==> src/rtl/axi_pkg.sv <==
// Shared types for the AXI-Lite slave write path: response codes and join FSM states.
package axi_pkg;

    typedef enum logic [1:0] {
        OKAY   = 2'b00,
        DECERR = 2'b11
    } resp_t;

    typedef enum logic [1:0] {
        IDLE  = 2'd0,
        WRITE = 2'd1,
        RESP  = 2'd2
    } join_state_t;

endpackage

==> src/rtl/axi_hold_reg.sv <==
// One-deep holding register with full flag: loads on handshake, empties on clear.
// Latency: captured value visible the cycle after load.
// Backpressure: owner derives READY from !full; clear wins over load.
module axi_hold_reg #(
    parameter int WIDTH = 8
) (
    input  logic             ACLK,
    input  logic             ARESET,
    input  logic             load,
    input  logic             clear,
    input  logic [WIDTH-1:0] d,
    output logic [WIDTH-1:0] q,
    output logic             full
);

    always_ff @(posedge ACLK) begin
        if (ARESET) begin
            full <= 1'b0;
            q    <= '0;
        end else if (clear) begin
            full <= 1'b0;
        end else if (load) begin
            full <= 1'b1;
            q    <= d;
        end
    end

endmodule

==> src/rtl/axi_write_join.sv <==
// AXI-Lite AW/W join: pairs one address and one data beat into one strobed memory write plus B response.
// Latency: both beats in cycle 0 -> MEM_WE in cycle 1, BVALID in cycle 2.
// Backpressure: READY = !full per channel; MEM_BUSY stalls the write, BREADY stalls the response and both channels.
module axi_write_join
    import axi_pkg::*;
#(
    parameter int LEN_ADDR = 10,
    parameter int LEN_DATA = 32
) (
    input  logic                  ACLK,
    input  logic                  ARESET,
    input  logic                  AWVALID,
    output logic                  AWREADY,
    input  logic [LEN_ADDR:0]     AWADDR,
    input  logic                  WVALID,
    output logic                  WREADY,
    input  logic [LEN_DATA-1:0]   WDATA,
    input  logic [LEN_DATA/8-1:0] WSTRB,
    output logic                  BVALID,
    input  logic                  BREADY,
    output logic [1:0]            BRESP,
    output logic                  MEM_WE,
    output logic [LEN_ADDR-1:0]   MEM_ADDR,
    output logic [LEN_DATA-1:0]   MEM_DATA,
    output logic [LEN_DATA/8-1:0] MEM_STRB,
    input  logic                  MEM_BUSY
);

    localparam int STRB_W = LEN_DATA / 8;
    localparam int W_W    = LEN_DATA + STRB_W;

    join_state_t           state;
    resp_t                 bresp;

    logic                  aw_full;
    logic                  w_full;
    logic                  aw_load;
    logic                  w_load;
    logic                  pair_clr;
    logic [LEN_ADDR:0]     aw_q;
    logic [W_W-1:0]        w_q;
    logic [STRB_W-1:0]     w_strb;
    logic                  chip_sel;
    logic                  strb_nz;
    logic                  pair_rdy;

    // READY comes only from the registered flags, so no VALID or BREADY path reaches it.
    assign AWREADY  = !aw_full && !ARESET;
    assign WREADY   = !w_full  && !ARESET;
    assign aw_load  = AWVALID && AWREADY;
    assign w_load   = WVALID  && WREADY;
    assign pair_clr = BVALID  && BREADY;

    axi_hold_reg #(.WIDTH(LEN_ADDR + 1)) u_aw_hold (
        .ACLK   (ACLK),
        .ARESET (ARESET),
        .load   (aw_load),
        .clear  (pair_clr),
        .d      (AWADDR),
        .q      (aw_q),
        .full   (aw_full)
    );

    axi_hold_reg #(.WIDTH(W_W)) u_w_hold (
        .ACLK   (ACLK),
        .ARESET (ARESET),
        .load   (w_load),
        .clear  (pair_clr),
        .d      ({WDATA, WSTRB}),
        .q      (w_q),
        .full   (w_full)
    );

    assign w_strb   = w_q[STRB_W-1:0];
    assign chip_sel = aw_q[LEN_ADDR];
    assign strb_nz  = |w_strb;
    // Look ahead at this cycle's loads so the write lands the cycle after the second beat.
    assign pair_rdy = (aw_full || aw_load) && (w_full || w_load);

    assign MEM_ADDR = aw_q[LEN_ADDR-1:0];
    assign MEM_DATA = w_q[W_W-1:STRB_W];
    assign MEM_STRB = w_strb;
    assign MEM_WE   = (state == WRITE) && !ARESET && chip_sel && strb_nz && !MEM_BUSY;

    assign BVALID   = (state == RESP) && !ARESET;
    assign BRESP    = bresp;

    always_ff @(posedge ACLK) begin
        if (ARESET) begin
            state <= IDLE;
            bresp <= OKAY;
        end else begin
            case (state)
                IDLE: begin
                    if (pair_rdy) begin
                        state <= WRITE;
                    end
                end
                WRITE: begin
                    if (!chip_sel) begin
                        bresp <= DECERR;
                        state <= RESP;
                    end else if (!strb_nz || !MEM_BUSY) begin
                        bresp <= OKAY;
                        state <= RESP;
                    end
                end
                RESP: begin
                    if (BREADY) begin
                        state <= IDLE;
                    end
                end
                default: state <= IDLE;
            endcase
        end
    end

endmodule

==> config.mk <==
export PLATFORM = sky130hd
export DESIGN_NAME = axi_write_join
export DESIGN_NICKNAME = d
export VERILOG_FILES = /design/src/rtl/axi_pkg.sv /design/src/rtl/axi_hold_reg.sv /design/src/rtl/axi_write_join.sv
export SDC_FILE = /design/constraint.sdc
export NUM_CORES = 1
export LEC_CHECK = 0
export BUFFER_PORTS_ARGS = -buffer_cell sky130_fd_sc_hd__buf_2
export CAP_MARGIN = 20
export CORE_ASPECT_RATIO = 0.75
export CORE_MARGIN = 10
export CORE_UTILIZATION = 52
export CTS_BUF_LIST = sky130_fd_sc_hd__clkbuf_2 sky130_fd_sc_hd__clkbuf_4 sky130_fd_sc_hd__clkbuf_8
export CTS_CLUSTER_SIZE = 30
export DETAILED_ROUTE_END_ITERATION = 10
export GPL_TIMING_DRIVEN = 0
export PLACE_DENSITY = 0.95
export SLEW_MARGIN = 20
export SYNTH_ARGS = -nofsm -noshare
export SYNTH_HDL_FRONTEND = slang
export SYNTH_SLANG_ARGS = --single-unit
==> constraint.sdc <==
create_clock -name ACLK -period 3.4 [get_ports ACLK]
set_clock_uncertainty 0.1 [all_clocks]
set_input_delay 0.68 -clock ACLK [delete_from_list [all_inputs] [get_ports ACLK]]
set_output_delay 0.68 -clock ACLK [all_outputs]
set_load 0.01 [all_outputs]
==> results of run 1 <==
## state kept, by name, summed over array words and instances (netlist names)
| name | flops |
|---|---|
| u_w_hold.q | 36 |
| u_aw_hold.q | 11 |
| state | 2 |
| BRESP | 1 |
| u_aw_hold.full | 1 |
| u_w_hold.full | 1 |
## kinds of logic after synthesis
logic type	share of synthesized area
compound gates	0.153
buf+inv	0.0987
mux	0.0696
simple gates	0.230
flops	0.449
## worst min-delay path by stage
stage / from / endpoint / slack [ps] / cells past startpoint
4_1_cts: u_w_hold.q[16]$_SDFFE_PP0P_ / u_w_hold.q[16]$_SDFFE_PP0P_ / 370 / 2
3_3_place_gp: u_w_hold.q[8]$_SDFFE_PP0P_ / u_w_hold.q[8]$_SDFFE_PP0P_ / 350 / 2
5_1_grt: u_w_hold.q[15]$_SDFFE_PP0P_ / u_w_hold.q[15]$_SDFFE_PP0P_ / 400 / 2
6_report: u_w_hold.q[16]$_SDFFE_PP0P_ / u_w_hold.q[16]$_SDFFE_PP0P_ / 370 / 2
2_1_floorplan: u_aw_hold.q[10]$_SDFFE_PP0P_ / BRESP[0]$_SDFFE_PP0P_ / 370 / 1
3_5_place_dp: u_w_hold.q[16]$_SDFFE_PP0P_ / u_w_hold.q[16]$_SDFFE_PP0P_ / 360 / 2
## synthesized netlist by cell type
| cell | instances | area (um^2) |
|---|---|---|
| buf_2 | 8 | 40.0 |
| nor2_1 | 8 | 30.0 |
| nand3b_4 | 1 | 20.0 |
| clkinv_2 | 1 | 5.00 |
| o221ai_1 | 1 | 8.76 |
| dfxtp_1 | 52 | 1040 |
| nand4_1 | 1 | 6.26 |
| nor3_1 | 3 | 15.0 |
| o311ai_0 | 16 | 140 |
| clkbuf_1 | 10 | 37.5 |
| nand2_1 | 37 | 139 |
| mux2_2 | 1 | 11.3 |
| inv_1 | 2 | 7.51 |
| buf_4 | 11 | 82.6 |
| o211a_1 | 1 | 10.0 |
| buf_6 | 5 | 56.3 |
| nand3b_2 | 1 | 11.3 |
| a311oi_1 | 1 | 8.76 |
| o311ai_1 | 20 | 175 |
| and3b_1 | 1 | 8.76 |
| nand3_1 | 37 | 185 |
| mux2_4 | 10 | 150 |
| nand2b_1 | 1 | 6.26 |
| or4_4 | 1 | 11.3 |
| nor3b_4 | 1 | 18.8 |
| a21oi_1 | 1 | 5.00 |
| a211oi_1 | 1 | 7.51 |
| nor2b_1 | 13 | 81.3 |
## worst register-to-register path, delay by kind of cell (launching register included)
| family | cells | cell delay (ps) |
|---|---|---|
| buf+inv | 1 | 190 |
| flops | 1 | 440 |
| mux | 1 | 320 |
| simple gates | 2 | 350 |
## per-layer routing
metal | track usage | vias to the layer above | part of all wire
met3 | 0.0867 | 4 | 0.11
li1 | - | 1108 | -
met2 | 0.287 | 85 | 0.48
met5 | 0 | - | 0
met1 | 0.205 | 1047 | 0.41
met4 | 0.0353 | 0 | 0.0052
## cell type report
cell class / count / area, um^2
timing repair buffer: 104 / 520
inverter: 3 / 12.5
sequential: 52 / 1040
multi-input combinational: 157 / 1050
tap: 55 / 68.8
clock buffer: 5 / 68.8
buffer: 34 / 216
fill: 340 / 1200
## power by group
part	total (mW)	leakage (nW)	internal (mW)	switching (mW)
sequential	0.674	0.427	0.650	0.0236
clock	0.313	0.0359	0.133	0.179
combinational	0.234	1.14	0.113	0.121
==> impl_metrics.json, run 1 <==
{
  "drtIter0Drc": 103,
  "reg2reg_to": "u_aw_hold.q[2]$_SDFFE_PP0P_",
  "root_buffer": "clkbuf_8",
  "stdcell_area_mm2": 0.00298,
  "crit_chain": "buf_2, clkbuf_1, nor3_1, buf_2",
  "r2r-start": "state[1]$_SDFFE_PP0P_",
  "rows": 20,
  "cp.arrival_ps": 1520,
  "clk_pin_slew_ps": 80,
  "post_drt_wl_per_cell_um": 16.8,
  "min_path_type": "register to register",
  "cts_htree_levels": 2,
  "worst-path-stages": 4,
  "portBuffers": 104,
  "cts_resized": 0,
  "dp_hpwl_mm": 5.36,
  "cpMaxStageDelayCell": "clkbuf_1",
  "crit_top_cell": "buf_2",
  "layout-drive-gt1-share": 0.420,
  "tightest_slew_ps": 477,
  "insertion_delay_ps": 300,
  "synth_cell_type_count": 28,
  "antenna_found_initial": 0,
  "worst-path-buf-inv": 3,
  "dieArea_mm2": 0.00756,
  "crit_path_start_kind": "input pin",
  "whs_ps": 368,
  "cts_hold_buf": 0,
  "max_slew_margin": 0.682,
  "end_kind": "output port",
  "hold_viol_final": 0,
  "critPathKind": "input pin to output port",
  "core_area_mm2": 0.00418,
  "cp_max_fo": 10,
  "setup_tns_ps": 0,
  "postCtsSetupRepairBufs": 0,
  "cp_data_required_time_ps": 2620,
  "cap_viol_max_count": 0,
  "ys_seq_elements": 52,
  "finalWirelength_mm": 6.89,
  "grt_first_pass_wirelength_mm": 11.3,
  "crit_path_end": "MEM_WE",
  "cts_buffers": 5,
  "drc": 0,
  "vdd_drop_max_v": 0.000340,
  "finalMaxSlewViolations": 0,
  "synth_fp_nets": 299,
  "io_pins": 105,
  "area.growth.synth_to_final_pct": 28.4,
  "vias": 2244,
  "min_period_ps": 2300,
  "syn_inst": 246,
  "viasPerCell": 5.47,
  "setup_viol": 0,
  "startpoint": "ARESET",
  "final_nets": 410,
  "grt_start_max_net_pins": 14,
  "dp_slack_ps": 1120,
  "p_leak_nw": 1.60,
  "gp_congestion": 0.792,
  "power_mw": 1.22,
  "post-place-cells": 405,
  "final_common_cell": "buf_2",
  "grt_pass1_vias": 2296,
  "avgSynthCellArea_um2": 9.43,
  "fp.dieH_um": 77.8,
  "drt-pass1-iter-count": 4,
  "fin_crit_sh": 0.676,
  "rsz0062_at_grt": "no",
  "synth_warnings": 0,
  "grt_usage": 0.176,
  "utilization": 0.713,
  "clk_path_buf_depth": 2,
  "reg2regPathDepth": 4,
  "seq_area_frac_synth": 0.449,
  "cts.sinks": 52,
  "setup_slack_ps": 1100,
  "place_area_mm2": 0.00291,
  "grt.overflow.total": 0,
  "cts_tree": "yes",
  "ant_nets": 0,
  "antenna_cells": 0,
  "rrSetupSlack_ps": 1890,
  "critPathMaxStageDelay_ps": 400,
  "power_density_mw_per_mm2": 410,
  "dieWidth_um": 97.1,
  "most-common-layout-cells": "buf_2, dfxtp_1, nand3_1, nand2_1, o311ai_1",
  "initial_core_util": 0.555,
  "critPathTopFamily": "buffers and inverters",
  "fmax_mhz": 435,
  "status": "finished clean",
  "finalNonFillerCells": 410,
  "syn_area_mm2": 0.00232
}
Power figures use the tool's default switching activity.
==> run 2, diff against run 1 <==
--- a/config.mk
+++ b/config.mk
@@ -9,12 +9,12 @@
 export CAP_MARGIN = 20
 export CORE_ASPECT_RATIO = 0.75
 export CORE_MARGIN = 10
-export CORE_UTILIZATION = 52
+export CORE_UTILIZATION = 44
 export CTS_BUF_LIST = sky130_fd_sc_hd__clkbuf_2 sky130_fd_sc_hd__clkbuf_4 sky130_fd_sc_hd__clkbuf_8
 export CTS_CLUSTER_SIZE = 30
 export DETAILED_ROUTE_END_ITERATION = 10
 export GPL_TIMING_DRIVEN = 0
-export PLACE_DENSITY = 0.95
+export PLACE_DENSITY = 0.87
 export SLEW_MARGIN = 20
 export SYNTH_ARGS = -nofsm -noshare
 export SYNTH_HDL_FRONTEND = slang
==> constraint.sdc (replaced) <==
create_clock -name ACLK -period 2.04 [get_ports ACLK]
set_clock_uncertainty 0.1 [all_clocks]
set_input_delay 0.408 -clock ACLK [delete_from_list [all_inputs] [get_ports ACLK]]
set_output_delay 0.408 -clock ACLK [all_outputs]
set_load 0.01 [all_outputs]
==> impl_metrics.json, run 2 (same netlist as run 1, synthesis figures left out) <==
{
  "status": "finished clean",
  "setup_tns_ps": 0,
  "dieArea_mm2": 0.00861,
  "cts_tree": "yes",
  "grt_start_max_net_pins": 18,
  "insertion_delay_ps": 300,
  "grt_first_pass_wirelength_mm": 11.2,
  "io_pins": 105,
  "whs_ps": 204,
  "largest_reg_flops": 36,
  "cap_viol_max_count": 0,
  "hold_viol_final": 0,
  "min_period_ps": 1980,
  "cts_htree_levels": 2,
  "critPathMaxStageDelay_ps": 540,
  "fmax_mhz": 505,
  "grt.overflow.total": 0,
  "cp_data_required_time_ps": 1530,
  "gp_congestion": 0.790,
  "p_leak_nw": 1.61,
  "antenna_found_initial": 0,
  "post_drt_wl_per_cell_um": 15.7,
  "critPathKind": "register to output port",
  "dieWidth_um": 104,
  "finalNonFillerCells": 430,
  "root_buffer": "clkbuf_8",
  "utilization": 0.605,
  "p_int_mw": 1.52,
  "power_density_mw_per_mm2": 696,
  "layout-drive-gt1-share": 0.436,
  "cts.sinks": 52,
  "regMostFlops": "u_w_hold.q",
  "fp.dieH_um": 82.9,
  "rows": 22,
  "setup_viol": 0,
  "final_nets": 410,
  "core_area_mm2": 0.00501,
  "viasPerCell": 5.16,
  "min_path_type": "input pin to register",
  "final_common_cell": "buf_2",
  "drt-pass1-iter-count": 4,
  "finalMaxSlewViolations": 0,
  "postCtsSetupRepairBufs": 0,
  "clk_path_buf_depth": 2,
  "cpMaxStageDelayCell": "or4_4",
  "reg_top3": "u_w_hold.q (36), u_aw_hold.q (11), state (2)",
  "cts_resized": 0,
  "regArea_mm2": 0.00104,
  "most-common-layout-cells": "buf_2, dfxtp_1, nand2_1",
  "grt_usage": 0.151,
  "fillers": 485,
  "p_seq_frac": 0.532,
  "cts_hold_buf": 0,
  "multiInputGateArea_mm2": 0.00106,
  "finalWirelength_mm": 6.75,
  "cp.arrival_ps": 1470,
  "combPwrFrac": 0.185,
  "p_sw_mw": 0.594,
  "swShare": 0.281,
  "setup_slack_ps": 58.1,
  "vdd_drop_max_v": 0.000422,
  "area.growth.synth_to_final_pct": 30.7,
  "ant_nets": 0,
  "crit_chain": "or4_4, nand3_2, nor3_1, buf_2",
  "max_slew_margin": 0.676,
  "drtIter0Drc": 122,
  "portBuffers": 104,
  "cts_buffers": 5,
  "end_kind": "output port",
  "fin_crit_sh": 0.972,
  "dp_slack_ps": 310,
  "clk_pin_slew_ps": 100,
  "dp_hpwl_mm": 5.18,
  "antenna_cells": 0,
  "tightest_slew_ps": 486,
  "cp_max_fo": 3,
  "post-place-cells": 422,
  "vias": 2219,
  "grt_pass1_vias": 2252,
  "initial_core_util": 0.463,
  "drc": 0,
  "power.share.clock": 0.283,
  "crit_path_start_kind": "register"
}
[run 2: cell types whose count changed in the layout (fill, tap and decap cells not counted), sizes merged]
cell / before / now
clkinvlp: 0 / 2
clkinv: 1 / 2
[run 2: area by class of cell]
type                    count  share of cell area
plain buffers              34              0.0714
repair buffers            104               0.172
clock buffers               5              0.0227
multi-input cells         157               0.349
well taps                  72              0.0297
inverters                   3             0.00413
flip-flops and latches     52               0.344
clock inverters             3             0.00784
[run 2: worst paths after layout]
path | slack, ps | start | cells after the start | end
worst max register to register | 500 | state[1]$_SDFFE_PP0P_ | 4 | u_aw_hold.q[6]$_SDFFE_PP0P_
worst max-delay path | 60 | u_w_hold.q[1]$_SDFFE_PP0P_ | 4 | MEM_WE
worst min register to register | 370 | u_w_hold.q[11]$_SDFFE_PP0P_ | 2 | u_w_hold.q[11]$_SDFFE_PP0P_
worst min-delay path | 200 | WDATA[7] | 3 | u_w_hold.q[11]$_SDFFE_PP0P_
[run 2: metal layers]
layer / part of all wire / global-route usage / routed length, um / vias up
met1: 0.46 / 0.200 / 3100 / 1029
met5: 0 / 0 / 0 / -
met3: 0.078 / 0.0525 / 528 / 4
met4: 0.010 / 0.0388 / 68 / 0
met2: 0.45 / 0.227 / 3060 / 75
li1: - / - / - / 1111
[run 2: critical path: cells and delay by family, from the launching register on]
kind                   cells  cell delay (ps)
AND/OR/NAND/NOR            3              670
flip-flops                 1              340
buffers and inverters      1              160
[run 2: stage by stage]
| stage | total power [mW] | area, um^2 |
|---|---|---|
| after global placement | 1.53 | 2930 |
| after floorplan | 1.37 | 2320 |
| final | 2.11 | 3030 |
| after CTS | 2.13 | 3020 |
| after detailed placement | 1.54 | 2930 |
| after global routing | 2.22 | 3030 |
[run 2: power by group through the flow]
stage	clock [mW]	sequential (mW)	combinational, mW
finish	0.598	1.12	0.390
global route	0.657	1.13	0.432
CTS	0.613	1.12	0.393
detailed placement	0	1.15	0.392
global placement	0	1.14	0.384
floorplan	0	1.16	0.204
